[src/rtl/me_pkg.sv]
// rtl/me_pkg.sv - shared types and defaults for the motion-estimation window loader
package me_pkg;

    typedef enum logic [2:0] {
        IDLE,
        LOAD_R,
        LOAD_S,
        RUN,
        GAP,
        CAPTURE
    } state_t;

    localparam int CNT_W          = 13;
    localparam int R_DEPTH_DEF    = 256;
    localparam int S_DEPTH_DEF    = 1024;
    localparam int RUN_CYCLES_DEF = 4112;

    localparam logic [7:0] NOT_FOUND = 8'hFF;

endpackage

[src/rtl/me_window_loader.sv]
// rtl/me_window_loader.sv - streams reference/search windows into the ME core memories,
// runs the core for a fixed time and captures its sign-decoded result
module me_window_loader
    import me_pkg::*;
#(
    parameter int R_DEPTH    = R_DEPTH_DEF,
    parameter int S_DEPTH    = S_DEPTH_DEF,
    parameter int RUN_CYCLES = RUN_CYCLES_DEF
) (
    input  logic        clock,
    input  logic        reset_n,
    input  logic        load_req,
    input  logic        in_valid,
    input  logic [7:0]  in_data,
    output logic        in_ready,
    output logic        r_we,
    output logic [7:0]  r_addr,
    output logic        s_we,
    output logic [9:0]  s_addr,
    output logic [7:0]  wdata,
    output logic        start,
    input  logic [7:0]  BestDist,
    input  logic [3:0]  motionX,
    input  logic [3:0]  motionY,
    output logic        busy,
    output logic        res_valid,
    output logic [7:0]  res_dist,
    output logic signed [3:0] res_mv_x,
    output logic signed [3:0] res_mv_y,
    output logic        res_found,
    output logic        res_perf
);

    localparam logic [CNT_W-1:0] R_LAST   = CNT_W'(R_DEPTH - 1);
    localparam logic [CNT_W-1:0] S_LAST   = CNT_W'(S_DEPTH - 1);
    localparam logic [CNT_W-1:0] RUN_LAST = CNT_W'(RUN_CYCLES - 1);

    state_t           state, state_next;
    logic [CNT_W-1:0] count, count_next;
    logic             accept;

    assign in_ready = (state == LOAD_R) || (state == LOAD_S);
    assign accept   = in_valid & in_ready;
    assign busy     = (state != IDLE);
    assign wdata    = in_data;

    assign r_we   = accept && (state == LOAD_R);
    assign r_addr = (state == LOAD_R) ? count[7:0] : 8'd0;
    assign s_we   = accept && (state == LOAD_S);
    assign s_addr = (state == LOAD_S) ? count[9:0] : 10'd0;

    always_comb begin
        state_next = state;
        count_next = count;
        case (state)
            IDLE: begin
                if (load_req) state_next = LOAD_R;
            end
            LOAD_R: begin
                if (accept) begin
                    count_next = count + 1'b1;
                    if (count == R_LAST) state_next = LOAD_S;
                end
            end
            LOAD_S: begin
                if (accept) begin
                    count_next = count + 1'b1;
                    if (count == S_LAST) state_next = RUN;
                end
            end
            RUN: begin
                count_next = count + 1'b1;
                if (count == RUN_LAST) state_next = GAP;
            end
            GAP:     state_next = CAPTURE;
            CAPTURE: state_next = IDLE;
            default: state_next = IDLE;
        endcase
        // every state entry restarts the shared counter
        if (state_next != state) count_next = '0;
    end

    always_ff @(posedge clock or negedge reset_n) begin
        if (!reset_n) begin
            state <= IDLE;
            count <= '0;
            start <= 1'b0;
        end else begin
            state <= state_next;
            count <= count_next;
            start <= (state_next == RUN);
        end
    end

    // Flags are registered so they read 0 out of reset rather than reflecting res_dist=0.
    always_ff @(posedge clock or negedge reset_n) begin
        if (!reset_n) begin
            res_valid <= 1'b0;
            res_dist  <= 8'd0;
            res_mv_x  <= 4'sd0;
            res_mv_y  <= 4'sd0;
            res_found <= 1'b0;
            res_perf  <= 1'b0;
        end else if (state == CAPTURE) begin
            res_valid <= 1'b1;
            res_dist  <= BestDist;
            res_mv_x  <= $signed(motionX);
            res_mv_y  <= $signed(motionY);
            res_found <= (BestDist != NOT_FOUND);
            res_perf  <= (BestDist == 8'h00);
        end else if (state == IDLE && load_req) begin
            res_valid <= 1'b0;
        end
    end

endmodule

[config.mk]
export PLATFORM = sky130hd
export DESIGN_NAME = me_window_loader
export DESIGN_NICKNAME = d
export VERILOG_FILES = /design/src/rtl/me_pkg.sv /design/src/rtl/me_window_loader.sv
export SDC_FILE = /design/constraint.sdc
export NUM_CORES = 1
export LEC_CHECK = 0
export CAP_MARGIN = 0
export CORE_MARGIN = 10
export CORE_UTILIZATION = 44
export DETAILED_ROUTE_END_ITERATION = 16
export PLACE_DENSITY = 0.78
export RECOVER_POWER = 50
export SKIP_LAST_GASP = 1
export SYNTH_ARGS = -nofsm -noshare
export SYNTH_HDL_FRONTEND = slang
export SYNTH_SLANG_ARGS = --single-unit
[constraint.sdc]
create_clock -name clock -period 2 [get_ports clock]
set_input_delay 0.2 -clock clock [delete_from_list [all_inputs] [get_ports clock]]
set_output_delay 0.2 -clock clock [all_outputs]
set_load 0.1 [all_outputs]
**After elaboration in Yosys (flattened, before gate mapping)**

Cells that the tools add are included.

- Memories kept: 0
- Latch bits: 0
- Register bits after elaboration: 36
- Bits in writable memories: 0
- Output and inout port bits: 50
- ROM bits: 0

- Order comparisons: 0
- Shifts and indexed selects: 0
- $add $sub $neg: 1
- Bitwise operators: 1
- Muxes and demuxes: 14
- Divide/modulo/power cells: 0
- Eq/ne operators: 12
- Multiply operators: 0
- Reductions and logical operators: 11

Operators by type and width:

| kind | number |
|---|---|
| $mux 13 | 2 |
| $pmux 13 s2 | 1 |
| $mux 3 | 6 |
| $pmux 3 s5 | 1 |
| $add 13x1->13 const B | 1 |
| $eq 13x10->1 const B | 1 |
| $eq 13x13->1 const B | 1 |
| $eq 13x8->1 const B | 1 |
| $mux 10 | 1 |
| $eq 3x2->1 const B | 3 |
| $logic_not 8->1 | 1 |
| $mux 8 | 1 |
| $ne 8x8->1 const B | 1 |
| $eq 3x3->1 const B | 2 |
| $reduce_bool 3->1 | 2 |
| $eq 3x1->1 const B | 1 |
| $logic_and 1x1->1 | 3 |
| $logic_not 3->1 | 1 |
| $ne 3x1->1 const B | 1 |
| $ne 3x3->1 | 1 |
| $mux 1 | 2 |
| $reduce_and 2->1 | 1 |
| $reduce_bool 2->1 | 1 |
| $reduce_or 2->1 | 1 |
| 2 further kinds | 2 |

**Longest topological paths before layout**

- Word-level depth: 8
- Mapped depth: 6
- Depth with buffers taken out: 5

**Worst setup path before layout**

Ideal clock, no wire load.

- Path kind: register -> output
- Start point: reg state[0]
- End point: out s_addr[0]
- Buffers on the path: 2
- Stages on the path, launching flop included: 5
- Data arrival time: 1.796 ns
- Data required time: 1.800 ns
- Path slack: 0.004 ns
- Cell sequence: dfrtp_1 > buf_4 > nor3b_1 > clkbuf_1 > and2_1

- Cells in the longest elaborated chain, start to end: 2

RTL lines:

| item | line | text |
|---|---|---|
| start: declaration | me_window_loader.sv:38 | `state_t state, state_next;` |
| start signal: assignment | me_window_loader.sv:89 | `state <= state_next;` |
| $eq 3x2->1 | me_window_loader.sv:50 | `assign s_addr = (state == LOAD_S) ? count[9:0] : 10'd0;` |
| $mux 10 | me_window_loader.sv:50 |  |
| end: declaration | me_window_loader.sv:19 | `output logic [9:0] s_addr,` |

No other way between the ends.

**Worst setup path in the final report**

- Start point: reg state[1]
- End point: out s_addr[0]

Same word-level chain as after synthesis.

==> flow_summary.ini <==
[final_layout]
final_util_pct = 64.9
drive_above_1_share_pct = 33.7
finalNetCount = 277
insertedDiodeCount = 0
area_delta_synth_final_pct = 42.3

[global_routing]
grt_overflow = 0
grt_usage_pct = 13.6
antenna_found_initial = 0
met2_usage_pct = 23.5
grt.busiest_layer = met2
grt_pass1_vias = 1619
grt_pass1_wl_um = 8350
met3_usage_pct = 3.65
met1_usage_pct = 16.1
grt_max_degree = 37

[clocking]
cts_tree = done
cts_root_buf = clkbuf_8
cts.sinks = 36
htreeDepth = 2
cts_max_path_buffers = 2
ctsHoldBuffers = 0
clkLatencyLatePin_ps = 280
path_clk_slew_ps = 70
cts-buffers-inserted = 5

[place]
dp_hpwl_um = 3930
gp_congestion = 0.845
pre_cts_ws_ps = 76.3
io_buffers = 61

[sta]
setup_tns_ps = 0
fin_skew_ps = 5.03
fmax_mhz = 548
fin_crit_sh_pct = 91.3
layout_min_cycle_time_ps = 1830
hold_violations = 0
slew_headroom_pct = -24.3
postLayoutSetupSlackWorst_ps = 175
tightest_slew_ps = 1860
finalSetupViolCount = 0
rsz0062_at_grt = false
maxSlewViolCount = 37

[power_and_ir_drop]
p_total_mw = 2.91
power_frac_comb_pct = 44.1
p_leak_nw = 1.20
vdd_drop_max_v = 0.000552
switching_power_mw = 1.22
pwr_density_cell_nw_per_um2 = 1030
p_sw_share_pct = 41.9
p_int_mw = 1.69
p_seq_share_pct = 32.1
clock_power_share_pct = 23.8

[yosys]
syn_nets = 221
synth.most_common_cell = dfrtp_1
synth.area.top_cells = dfrtp_1 45%, mux2_2 9.1%, and2_1 5.7%
yosys_warnings = 0
yosys-top-cells-count = 36 x dfrtp_1, 18 x and2_1, 16 x mux2_2
muxShareOfSynthArea_pct = 9.58
synth_top_family_by_area = simple AND/OR/NAND/NOR gates
synth.distinct_cells = 42
synth_seq_area_share_pct = 45.4
synthCells = 192
synth_top_area_share_pct = 45.4
synth_ff_type = dfrtp_1
synth_top_cell_by_area = dfrtp_1
synth_fa_ha_area_share_pct = 1.32
synth_compound_area_share_pct = 6.62
synthArstFlopShare_pct = 100
synth_seq_cells = 36
avgSynthCellArea_um2 = 10.3
syn-cell-area_um2 = 1980
synth-simple-area-share_pct = 26.0
synth_edf_count = 0
synthXorXnorAreaFrac_pct = 3.53

[route]
vias = 1616
first_pass_iters = 4
drt-initial-drc-count = 181
route.detailed.drc = 0
wire_per_inst_um = 17.1
wl_um = 5140
routed_via_density = 5.37
drtAntennaViolNets = 0

[die]
rows = 24
start_util_pct = 45.6
ioPinCount = 78
core_um2 = 4350
dieArea_um2 = 7600
die_height_um = 87.2
die_x_um = 87.2

[critical_path]
path_class = flip-flop to output pin
startpoint_type = flip-flop
endpoint_kind = output pin
crit_path_max_fanout = 10
crit_path_cell_trace = nor3b_2 > buf_4 > and2_1 > buf_12
cp_slowest_cell = dfrtp_1
critPathArrivalTime_ps = 1630
crit_required_ps = 1800
max_stage_delay_ps = 490

[run_status]
status = finished, violations left
violations = capacitance limit, slew limit

[min_path]
worstHoldPathType = input pin to output pin

[job]
drv_cap = 1
## power groups by stage
stage                     clock network (mW)  logic, mW  registers (mW)
final                                  0.692       1.28           0.935
after global routing                   0.732       1.33           0.951
after CTS                              0.705       1.30           0.938
after detailed placement                   0       1.30           0.953
after global placement                     0       1.29           0.946
after floorplan                            0      0.831            1.02
## layout make-up
class	instances	area, µm²
sequential	36	901
clock buffer	7	96.3
timing repair buffer	67	774
tap	52	65.1
inverter	5	18.8
clock inverter	1	30.0
fill	333	1530
multi-input combinational	133	938
## state kept, by name, indices dropped and copies added (netlist names)
name and count:
count 13, res_dist 8, res_mv_x 4, res_mv_y 4, state 3, res_found 1, res_perf 1, res_valid 1
start 1
## worst max-delay path, delay by kind of cell, from the launching register on
kind,cells,cell delay (ps)
AND/OR/NAND/NOR,2,470
buffers and inverters,2,370
flip-flops,1,490
## per-layer routing
metal	vias up	part of all wire, %	wire (µm)
met4	0	0.60	31
li1	784	-	-
met1	801	40	2070
met2	29	55	2810
met3	2	4.4	227
met5	-	0	0
## through the flow
stage / hold slack [ps] / std cells / cell area, µm²
after floorplan: -95.6 / 192 / 1980
after global placement: 329 / 293 / 2740
after detailed placement: 331 / 293 / 2740
after CTS: 19.6 / 301 / 2870
after global routing: 400 / 301 / 2820
final: 400 / 301 / 2820
## placed cells by master (no fill, tap or decap), types with 2 or more instances in the layout
| master | synthesis | layout |
|---|---|---|
| nor4_1 | 4 | 4 |
| clkbuf_2 | 0 | 15 |
| and2_2 | 2 | 2 |
| dfrtp_1 | 36 | 36 |
| nand3_1 | 9 | 9 |
| nor3_1 | 11 | 11 |
| xor2_1 | 8 | 8 |
| buf_4 | 11 | 9 |
| mux2_2 | 16 | 16 |
| buf_12 | 0 | 22 |
| clkdlybuf4s50_1 | 0 | 18 |
| nor2_1 | 4 | 4 |
| nand4_1 | 7 | 7 |
| nand2_1 | 13 | 13 |
| and4_2 | 2 | 2 |
| o31ai_1 | 2 | 2 |
| a21oi_1 | 2 | 2 |
| nor3b_1 | 3 | 2 |
| o21ai_0 | 8 | 8 |
| buf_1 | 0 | 2 |
| and2_1 | 18 | 18 |
| inv_1 | 4 | 4 |
| a211oi_1 | 3 | 3 |
| or3_1 | 3 | 3 |
| clkbuf_8 | 2 | 7 |
## worst paths after layout
| path | startpoint | end | slack (ps) | cells after the start |
|---|---|---|---|---|
| worst max-delay path | state[1]$_DFF_PN0_ | s_addr[0] | 170 | 4 |
| worst min-delay path | in_data[0] | wdata[0] | 400 | 0 |
| worst max register to register | count[0]$_DFFE_PN0P_ | count[4]$_DFFE_PN0P_ | 180 | 6 |
| worst min register to register | res_perf$_DFFE_PN0P_ | res_perf$_DFFE_PN0P_ | 480 | 2 |
| max in group asynchronous | reset_n | start$_DFF_PN0_ | 510 | 1 |
| min in group asynchronous | reset_n | count[1]$_DFFE_PN0P_ | 420 | 1 |
## what timing repair did
item / CTS / global route
endpoints found under the hold margin: 0 / 0
setup buffers: 0 / 0
setup endpoints to repair: 0 / 10
gates resized for setup: 0 / 1
## logic make-up (layout without fill, tap and decap cells)
family	Yosys count	after routing
AOI/OAI and AO/OA	19	19
xor gates and xnor gates	8	8
adders and majority gates	2	2
buffers and inverters	23	80
DFF	36	36
muxes	17	17
and+or+nand+nor	87	87
(Power assumes the default switching activity.)
